`src/rtl/hybrid_ca_pkg.sv`:
```
// Shared constants and types for the hybrid rule-90/150 CA generator.
package hybrid_ca_pkg;

    localparam int BND_NULL     = 0;
    localparam int BND_PERIODIC = 1;
    localparam int CNT_W        = 16;

    typedef enum logic {
        ST_IDLE = 1'b0,
        ST_RUN  = 1'b1
    } fsm_state_e;

endpackage

```
`src/rtl/hybrid_ca_next.sv`:
```
// Combinational next-state map of a hybrid rule-90/150 CA; zero latency, no flow control.
module hybrid_ca_next
    import hybrid_ca_pkg::*;
#(
    parameter int               WIDTH     = 8,
    parameter logic [WIDTH-1:0] RULE_MASK = 8'h55,
    parameter int               BOUNDARY  = BND_NULL
) (
    input  logic [WIDTH-1:0] state,
    output logic [WIDTH-1:0] nxt
);

    logic             edge_l;
    logic             edge_r;
    logic [WIDTH-1:0] left_nb;
    logic [WIDTH-1:0] right_nb;

    // End cells see either 0 or the opposite end, depending on the boundary mode.
    assign edge_l   = (BOUNDARY == BND_PERIODIC) ? state[WIDTH-1] : 1'b0;
    assign edge_r   = (BOUNDARY == BND_PERIODIC) ? state[0]       : 1'b0;
    assign left_nb  = {state[WIDTH-2:0], edge_l};
    assign right_nb = {edge_r, state[WIDTH-1:1]};
    assign nxt      = left_nb ^ right_nb ^ (state & RULE_MASK);

endmodule

```
`src/rtl/hybrid_ca_gen.sv`:
```
// Hybrid CA pattern generator: seed load, single steps and counted bursts (busy/done).
// Optional cycle-length measurement when CA_PERIOD_DETECT_EN is defined.
module hybrid_ca_gen
    import hybrid_ca_pkg::*;
#(
    parameter int               WIDTH      = 8,
    parameter logic [WIDTH-1:0] RULE_MASK  = 8'h55,
    parameter int               BOUNDARY   = BND_NULL,
    parameter logic [WIDTH-1:0] RESET_SEED = {1'b1, {(WIDTH-1){1'b0}}}
) (
    input  logic             clk,
    input  logic             rst,
    input  logic             load,
    input  logic [WIDTH-1:0] seed,
    input  logic             step_en,
    input  logic             start,
    input  logic [CNT_W-1:0] burst_len,
    output logic [WIDTH-1:0] state,
    output logic             busy,
    output logic             done,
    output logic             zero_state,
    output logic [CNT_W-1:0] period,
    output logic             period_valid
);

    logic [WIDTH-1:0] nxt;
    logic [WIDTH-1:0] state_q, state_d;
    fsm_state_e       fsm_q, fsm_d;
    logic             busy_q, busy_d;
    logic             done_q, done_d;
    logic [CNT_W-1:0] rem_q, rem_d;

    hybrid_ca_next #(
        .WIDTH    (WIDTH),
        .RULE_MASK(RULE_MASK),
        .BOUNDARY (BOUNDARY)
    ) u_next (
        .state(state_q),
        .nxt  (nxt)
    );

    always_comb begin
        state_d = state_q;
        fsm_d   = fsm_q;
        busy_d  = busy_q;
        done_d  = 1'b0;
        rem_d   = rem_q;
        if (load) begin
            // Load also aborts a running burst without a done pulse.
            state_d = seed;
            fsm_d   = ST_IDLE;
            busy_d  = 1'b0;
            rem_d   = '0;
        end else begin
            case (fsm_q)
                ST_IDLE: begin
                    if (start) begin
                        if (burst_len == '0) begin
                            done_d = 1'b1;
                        end else begin
                            rem_d  = burst_len;
                            fsm_d  = ST_RUN;
                            busy_d = 1'b1;
                        end
                    end else if (step_en) begin
                        state_d = nxt;
                    end
                end
                ST_RUN: begin
                    state_d = nxt;
                    rem_d   = rem_q - 16'd1;
                    if (rem_q == 16'd1) begin
                        fsm_d  = ST_IDLE;
                        busy_d = 1'b0;
                        done_d = 1'b1;
                    end
                end
                default: fsm_d = ST_IDLE;
            endcase
        end
    end

    always_ff @(posedge clk or posedge rst) begin
        if (rst) begin
            state_q <= RESET_SEED;
            fsm_q   <= ST_IDLE;
            busy_q  <= 1'b0;
            done_q  <= 1'b0;
            rem_q   <= '0;
        end else begin
            state_q <= state_d;
            fsm_q   <= fsm_d;
            busy_q  <= busy_d;
            done_q  <= done_d;
            rem_q   <= rem_d;
        end
    end

    assign state      = state_q;
    assign busy       = busy_q;
    assign done       = done_q;
    assign zero_state = (state_q == '0);

`ifdef CA_PERIOD_DETECT_EN
    logic             step_applied;
    logic [WIDTH-1:0] ref_q, ref_d;
    logic [CNT_W-1:0] cnt_q, cnt_d;
    logic [CNT_W-1:0] period_q, period_d;
    logic             pvalid_q, pvalid_d;

    assign step_applied = !load && ((fsm_q == ST_RUN) || (!start && step_en));

    // After a match, or once saturated, the counter freezes until the next load/reset.
    always_comb begin
        ref_d    = ref_q;
        cnt_d    = cnt_q;
        period_d = period_q;
        pvalid_d = pvalid_q;
        if (load) begin
            ref_d    = seed;
            cnt_d    = '0;
            period_d = '0;
            pvalid_d = 1'b0;
        end else if (step_applied && !pvalid_q && (cnt_q != 16'hFFFF)) begin
            cnt_d = cnt_q + 16'd1;
            if (nxt == ref_q) begin
                period_d = cnt_q + 16'd1;
                pvalid_d = 1'b1;
            end
        end
    end

    always_ff @(posedge clk or posedge rst) begin
        if (rst) begin
            ref_q    <= RESET_SEED;
            cnt_q    <= '0;
            period_q <= '0;
            pvalid_q <= 1'b0;
        end else begin
            ref_q    <= ref_d;
            cnt_q    <= cnt_d;
            period_q <= period_d;
            pvalid_q <= pvalid_d;
        end
    end

    assign period       = period_q;
    assign period_valid = pvalid_q;
`else
    assign period       = '0;
    assign period_valid = 1'b0;
`endif

endmodule

```
`config.mk`:
```
export PLATFORM = sky130hd
export DESIGN_NAME = hybrid_ca_gen
export DESIGN_NICKNAME = d
export VERILOG_FILES = /design/src/rtl/hybrid_ca_pkg.sv /design/src/rtl/hybrid_ca_next.sv /design/src/rtl/hybrid_ca_gen.sv
export SDC_FILE = /design/constraint.sdc
export NUM_CORES = 1
export LEC_CHECK = 0
export ABC_AREA = 1
export ABC_CLOCK_PERIOD_IN_PS = 3880
export CAP_MARGIN = 20
export CORE_MARGIN = 4
export CORE_UTILIZATION = 52
export DETAILED_ROUTE_END_ITERATION = 8
export GPL_TIMING_DRIVEN = 0
export PLACE_DENSITY = 0.86
export SLEW_MARGIN = 20
export SYNTH_ARGS = -nofsm -noshare
export SYNTH_HDL_FRONTEND = slang
export SYNTH_SLANG_ARGS = --single-unit
```
`constraint.sdc`:
```
create_clock -name clk -period 3.88 [get_ports clk]
set_clock_uncertainty 0.1 [all_clocks]
set_input_delay 0.776 -clock clk [delete_from_list [all_inputs] [get_ports clk]]
set_output_delay 0.776 -clock clk [all_outputs]
set_load 0.01 [all_outputs]
```
Word-level counts from Yosys, hierarchy flattened

Cells that the tools add are included.

Register bits after elaboration: 27
Input bits: 29
Logic and storage cells: 43

$add $sub $neg: 1
Equality and inequality tests: 6
Muxes and demuxes: 23
Bitwise gates (word level): 3
Reductions and logical operators: 5

Operators with widths:

| operator                | count |
|---|---|
| $mux W16                | 3 |
| $pmux W16 S2            | 1 |
| $mux W8                 | 3 |
| $eq A16 B1 Y1 const B   | 1 |
| $logic_not A16 Y1       | 1 |
| $pmux W8 S2             | 1 |
| $sub A16 B1 Y16 const B | 1 |
| $xor A8 B7 Y8           | 2 |
| $mux W1                 | 12 |
| $ne A3 B3 Y1 const B    | 4 |
| $logic_not A8 Y1        | 1 |
| $pmux W1 S2             | 3 |
| $reduce_and A2 Y1       | 2 |
| $ne A3 B2 Y1 const B    | 1 |
| $reduce_and A3 Y1       | 1 |
| $not A1 Y1              | 1 |

Depth between registers and ports, before layout

Gate-level depths: netlist of the first run.

Depth after elaboration: 6
Gate-level depth with buffers: 10
Mapped depth without buffers: 10

Cells and area by module

A second synthesis of the first run with hierarchy kept.

Cell total of the unflattened synthesis: 333
Area total of the unflattened synthesis: 2134.5 um^2

Modules (own cells, without submodules):

| module         | times used | cells each | area an instance (um^2) | sequential area each (um^2) |
|---|---|---|---|---|
| hybrid_ca_gen  | 1          | 303        | 1994.4                  | 676.9 |
| hybrid_ca_next | 1          | 30         | 140.1                   | 0.0 |

Worst setup path before layout of the first run

OpenSTA, ideal clock, no wires.

Path kind: register -> output
From: register state_q[0], in the netlist state[0]
To: output port zero_state
Arrival time: 0.964 ns
Slack: 2.040 ns
Cell stages (with the launch flop): 5
Buffers on the path: 0
Cells stage by stage: dfrtp_1 > inv_1 > ha_1 > nand3_1 > nor3_1

Word-level cells in the longest chain between the ends: 1

RTL lines:

| what                   | line                 | text |
|---|---|---|
| start, declared        | hybrid_ca_gen.sv:27  | `logic [WIDTH-1:0] state_q, state_d;` |
| start signal, assigned | hybrid_ca_gen.sv:91  | `state_q <= state_d;` |
| $logic_not A8 Y1       | hybrid_ca_gen.sv:102 | `assign zero_state = (state_q == '0);` |
| end, declared          | hybrid_ca_gen.sv:21  | `output logic zero_state,` |

No other way between the ends.

Final worst setup path of the first run

From: register state_q[1], in the netlist state[1]
To: output port zero_state

Same word-level chain as after synthesis.

==> results.py, run 1 <==
metrics = {
    "power_and_ir_drop": {
        "power_per_cell_area_nw_per_um2": 375,
        "power_uw": 975,
        "power.leakage_uw": 0.00136,
        "vdd_drop_max_mv": 0.234,
    },
    "floorplanning": {
        "start_util_pct": 55.0,
        "fp.dieW_microns": 70.7,
        "die_area_sq_um": 5000,
        "num_rows": 22,
        "die_h_microns": 70.7,
        "core-area_sq_um": 3720,
        "ios": 57,
    },
    "placement": {
        "port_buffers": 39,
        "dp_hpwl_microns": 3850,
        "place.gp.congestion": 0.873,
    },
    "timing": {
        "timing.final.crit_share_pct": 67.8,
        "totalNegativeSetupSlack_ns": 0,
        "final_max_slew_viol_count": 0,
        "relSlewSlack_pct": 61.8,
        "layout_min_cycle_time_ns": 2.63,
        "grt_setup_unrepaired": "false",
        "setup_viol": 0,
        "tightestPinTransition_ns": 0.572,
        "hold_viol_final": 0,
        "clock.fmax_ghz": 0.380,
    },
    "worst_setup_path": {
        "crit_path_cell_trace": "inv_1 > ha_1 > nand3_1 > nor3_1 > clkdlybuf4s50_1",
        "worstSetupPathType": "flop to output port",
        "required_ns": 3.00,
        "crit_path_start_kind": "flop",
        "r2r_cells": 9,
        "critPathCaptureType": "output port",
        "slowest_delay_ns": 0.57,
        "timing.rr.end": "rem_q[12]",
        "reg2reg_from": "rem_q[0]",
        "cp.arrival_ns": 1.75,
        "crit_fanout": 3,
        "reg2reg_slack_ns": 2.22,
        "critPathSlowestCell": "clkdlybuf4s50_1",
    },
    "clocking": {
        "cts_sinks": 27,
        "post_cts_hold_buffer_count": 0,
        "htreeDepth": 1,
        "numCtsBuffers": 3,
        "clk_pin_slew_ns": 0.09,
        "cts-resized-gates": 0,
        "cts-root-buf": "clkbuf_8",
        "ctsLongestPathBuffers": 2,
        "clock_latency_ns": 0.27,
        "post_cts_buffers": 0,
        "cts_tree": "done",
    },
    "synthesis": {
        "ys_seq_area_share_pct": 33.1,
        "netlist_instances": 302,
        "ys_ff_latch": 27,
        "synth_area_per_cell_sq_um": 6.77,
        "yosys_warnings": 0,
        "syn_area_sq_um": 2040,
        "synth_cell_types": 27,
    },
    "global_route": {
        "use_met3_pct": 3.55,
        "grt_pass1_vias": 1876,
        "grt_pass1_wl_microns": 8250,
        "grt.overflow.total": 0,
        "track_usage_pct": 19.9,
        "top_usage_layer": "met2",
        "use_met2_pct": 33.2,
        "antenna_found_initial": 0,
        "grt_max_degree": 28,
        "gr-usage-met1_pct": 26.9,
    },
    "detailed_routing": {
        "vias": 2035,
        "wire_per_inst_microns": 12.0,
        "drt-total-wl_microns": 4920,
        "drc": 0,
        "drt-vias-per-instance": 4.98,
        "dr.pass1.iters": 4,
        "ant_nets": 0,
        "drt_iter0_markers": 209,
    },
    "final_layout": {
        "final_layout_size_suffix_gt1_share_pct": 14.4,
        "antenna_cells": 0,
        "final_nets": 394,
        "syn_to_final_growth_pct": 27.2,
    },
    "job": {
        "cap_violations": 0,
    },
    "min_path": {
        "min_path_type": "flop to flop",
        "holdCritStartpoint": "busy",
        "hold_depth": 2,
        "whs_endpoint": "busy",
    },
    "status": {
        "status": "finished, final reports clean",
    },
}
-- report_power, final --
group	switching [uW]	internal [uW]	leakage, uW
registers	55.6	331	0.000341
clock network	88.0	73.6	0.0000228
logic	239	188	0.000998
total	383	592	0.00136
-- worst max path at each step --
stage                       endpoint          from  cells past startpoint  slack (ns)
after global routing      zero_state      state[1]                      5        1.18
after global placement      rem_q[0]  burst_len[6]                     10        1.46
after CTS                 zero_state      state[1]                      5        1.25
after floorplan           zero_state      state[0]                      4        2.04
after detailed placement    rem_q[2]  burst_len[6]                     10        1.46
final                     zero_state      state[1]                      5        1.25
-- per-stage QoR --
step	utilization [%]	cells	hold WS [ns]	area, sq um	worst slack, ns
3_3_place_gp	68.7	405	0.356	2550	1.46
2_1_floorplan	-	318	0.363	2100	2.04
4_1_cts	69.9	409	0.386	2600	1.25
6_report	69.9	409	0.382	2600	1.25
5_1_grt	69.9	409	0.404	2600	1.18
3_5_place_dp	68.7	405	0.364	2550	1.46
-- cells in the mapped netlist --
| library cell | count | share of area [%] |
|---|---|---|
| nand2_1 | 106 | 19 |
| inv_1 | 27 | 5.0 |
| dfrtp_1 | 26 | 32 |
| nor2_1 | 26 | 4.8 |
| nand3_1 | 25 | 6.1 |
| buf_4 | 18 | 6.6 |
| o21ai_0 | 15 | 3.7 |
| nor2_2 | 8 | 2.4 |
| o22ai_1 | 7 | 2.1 |
| o21ai_2 | 5 | 2.1 |
| nand2_2 | 4 | 1.2 |
| xor2_1 | 4 | 1.7 |
| a21oi_1 | 3 | 0.73 |
| buf_2 | 3 | 0.73 |
| buf_6 | 3 | 1.7 |
| ha_1 | 3 | 1.8 |
| nand2_4 | 3 | 1.7 |
| o211ai_1 | 3 | 1.1 |
| xnor2_1 | 3 | 1.3 |
| inv_2 | 2 | 0.37 |
| nor3_1 | 2 | 0.49 |
| a31oi_1 | 1 | 0.31 |
| conb_1 | 1 | 0.18 |
| dfstp_2 | 1 | 1.3 |
| nand4_1 | 1 | 0.31 |
| nor2_4 | 1 | 0.55 |
| o31ai_1 | 1 | 0.37 |
-- layer usage --
metal	routed length (microns)	vias to the layer above	part of all wire, %
met1	2190	915	44
met4	52	0	1.1
li1	-	1039	-
met3	325	6	6.6
met2	2350	75	48
met5	0	-	0
-- critical path: cells and delay by family (launching register included) --
family,cells,cell delay [ns]
buffers and inverters,2,0.66
flip-flops,1,0.43
adder cells (fa/ha/maj),1,0.17
AND/OR/NAND/NOR,2,0.24
-- final cells by class --
type / count / area [sq um]
Timing Repair Buffer: 39 / 390
Inverter: 29 / 109
Clock buffer: 4 / 45.0
Tap cell: 48 / 60.1
Sequential cell: 27 / 677
Multi-Input combinational cell: 238 / 1130
Fill cell: 334 / 1120
Buffer: 24 / 184
-- sequential cells by signal, indices dropped and copies added, names as in the netlist --
name / flops
busy: 1
done: 1
fsm_q: 1
rem_q: 16
state: 8
-- cell usage in the layout, fill, tap and decap left out, drive strengths merged --
cell type / n
o211ai: 3
xnor2: 3
buf: 24
nand4: 1
nand3: 25
dfrtp: 26
a21oi: 3
nor2: 35
o31ai: 1
o22ai: 7
dfstp: 1
xor2: 4
conb: 17
inv: 29
a31oi: 1
ha: 3
clkdlybuf4s50: 39
o21ai: 20
nor3: 2
clkbuf: 4
nand2: 113
-- cells by family (layout without fill, tap and decap cells) --
group | after synthesis | in the layout | synth area share, %
and+or+nand+nor | 176 | 176 | 37.0
buffers and inverters | 53 | 96 | 14.3
AOI/OAI and AO/OA | 35 | 35 | 10.5
DFF | 27 | 27 | 33.1
xor gates and xnor gates | 7 | 7 | 3.00
adders and majority gates | 3 | 3 | 1.84
other | 1 | 17 | 0.184
Note: power is estimated with default switching activity, not from simulation.
==> inputs of run 2 (changes only) <==
Settings changed: ABC_CLOCK_PERIOD_IN_PS 3880 to 2700, CORE_UTILIZATION 52 to 48, PLACE_DENSITY 0.86 to 0.8.
Clock period 3.88 ns to 2.7 ns, I/O delays scaled along.
==> results.py, run 2 (same netlist as run 1, synthesis figures left out) <==
metrics = {
    "worst_setup_path": {
        "slowest_delay_ns": 0.57,
        "worstSetupPathType": "flop to output port",
        "cp.arrival_ns": 1.72,
        "crit_path_cell_trace": "inv_1 > ha_1 > nand3_1 > nor3_1 > clkdlybuf4s50_1",
        "crit_fanout": 3,
        "required_ns": 2.06,
        "critPathTopFamily": "buffers and inverters",
        "critPathCaptureType": "output port",
        "cp_num_buf_inv": 2,
        "crit_path_start_kind": "flop",
        "critPathSlowestCell": "clkdlybuf4s50_1",
    },
    "detailed_routing": {
        "drt_iter0_markers": 121,
        "wl_met3_microns": 382,
        "ant_nets": 0,
        "wl_met2_microns": 2450,
        "drt-total-wl_microns": 5280,
        "drt-vias-per-instance": 5.00,
        "drc": 0,
        "top_layer": "met4",
        "vias": 2055,
        "dr.pass1.iters": 4,
        "wire_per_inst_microns": 12.8,
        "wl_met1_microns": 2370,
    },
    "global_route": {
        "track_usage_pct": 20.7,
        "antenna_found_initial": 0,
        "grt.overflow.total": 0,
        "grt_max_degree": 28,
        "grt_pass1_wl_microns": 8800,
        "grt_pass1_vias": 1951,
    },
    "min_path": {
        "min_path_type": "flop to flop",
    },
    "power_and_ir_drop": {
        "p_clk_share_pct": 17.4,
        "power_per_cell_area_nw_per_um2": 543,
        "switching_share_pct": 40.0,
        "pwr-share-seq_pct": 39.3,
        "power.leakage_uw": 0.00136,
        "p_int_uw": 848,
        "combPwrFrac_pct": 43.4,
        "vdd_drop_max_mv": 0.239,
        "power_uw": 1410,
        "power_switching_uw": 566,
    },
    "floorplanning": {
        "core-area_sq_um": 4060,
        "num_rows": 23,
        "die_h_microns": 73.2,
        "ios": 57,
        "die_area_sq_um": 5360,
        "start_util_pct": 50.4,
        "fp.dieW_microns": 73.2,
    },
    "clocking": {
        "cts-resized-gates": 0,
        "htreeDepth": 1,
        "clk_pin_slew_ns": 0.09,
        "ctsLongestPathBuffers": 2,
        "cts_sinks": 27,
        "cts-root-buf": "clkbuf_8",
        "cts_tree": "done",
        "numCtsBuffers": 3,
        "clock_latency_ns": 0.29,
        "post_cts_buffers": 0,
        "post_cts_hold_buffer_count": 0,
    },
    "timing": {
        "layout_min_cycle_time_ns": 2.36,
        "clock.fmax_ghz": 0.423,
        "timing.final.crit_share_pct": 87.5,
        "layout_setup_ws_ns": 0.337,
        "grt_setup_unrepaired": "false",
        "relSlewSlack_pct": 60.4,
        "setup_viol": 0,
        "hold_viol_final": 0,
        "final_max_slew_viol_count": 0,
        "tightestPinTransition_ns": 0.593,
        "totalNegativeSetupSlack_ns": 0,
    },
    "status": {
        "status": "finished, final reports clean",
    },
    "placement": {
        "port_buffers": 39,
        "place.gp.congestion": 0.892,
        "dpl_worst_slack_ns": 0.516,
        "dp_hpwl_microns": 4080,
    },
    "job": {
        "cap_violations": 0,
    },
    "final_layout": {
        "final_common_cell": "nand2_1",
        "final_layout_size_suffix_gt1_share_pct": 14.7,
        "regMostFlops": "rem_q",
        "regArea_sq_um": 677,
        "final_cell_mix": "nand2_1 (106), clkdlybuf4s50_1 (39), nor2_1 (26), inv_1 (26), dfrtp_1 (26)",
        "multi_input_area_sq_um": 1130,
        "syn_to_final_growth_pct": 27.4,
        "largest_register_ffs": 16,
        "final_nets": 394,
        "final.fill_count": 368,
        "antenna_cells": 0,
    },
}
run 2: per-stage QoR:
step                      area [sq um]  utilization, %  instances  hold WS [ns]
after global placement            2560            63.0        407         0.358
after CTS                         2600            64.1        411         0.387
final                             2600            64.1        411         0.381
after detailed placement          2560            63.0        407         0.366
after global routing              2600            64.1        411         0.404
after floorplan                   2100               -        318         0.363
run 2: power by group through the flow:
stage	Clock (uW)	Sequential, uW	Combinational (uW)
finish	245	555	613
global route	261	567	691
CTS	248	554	611
detailed placement	0	561	609
global placement	0	559	593
floorplan	0	560	397
run 2: final timing paths:
path	start	endpoint	slack (ns)	depth (start not counted)
worst max-delay path	state[1]	zero_state	0.34	5
worst min-delay path	busy	busy	0.38	2
worst max register to register	rem_q[0]	rem_q[12]	1.05	9
worst min register to register	busy	busy	0.38	2
max in group asynchronous	rst	rem_q[2]	1.57	2
min in group asynchronous	rst	rem_q[6]	0.53	2
run 2: final cells by class:
class | instances | area share (%)
multi-input cells | 238 | 43.6
flip-flops and latches | 27 | 26.0
inverters | 29 | 4.18
clock inverters | 1 | 0.192
repair buffers | 39 | 15.0
clock buffers | 3 | 1.59
plain buffers | 24 | 7.07
well taps | 50 | 2.40
run 2: tightest hold or removal path: cells and delay by family (launching register included):
family | cells | cell delay (ns)
simple gates | 2 | 0.10
flops | 1 | 0.35
run 2: per-layer routing:
layer / global-route usage, % / vias up
li1: - / 1039
met1: 28.3 / 940
met2: 34.5 / 70
met3: 1.79 / 6
met4: 6.56 / 0
met5: 0 / -
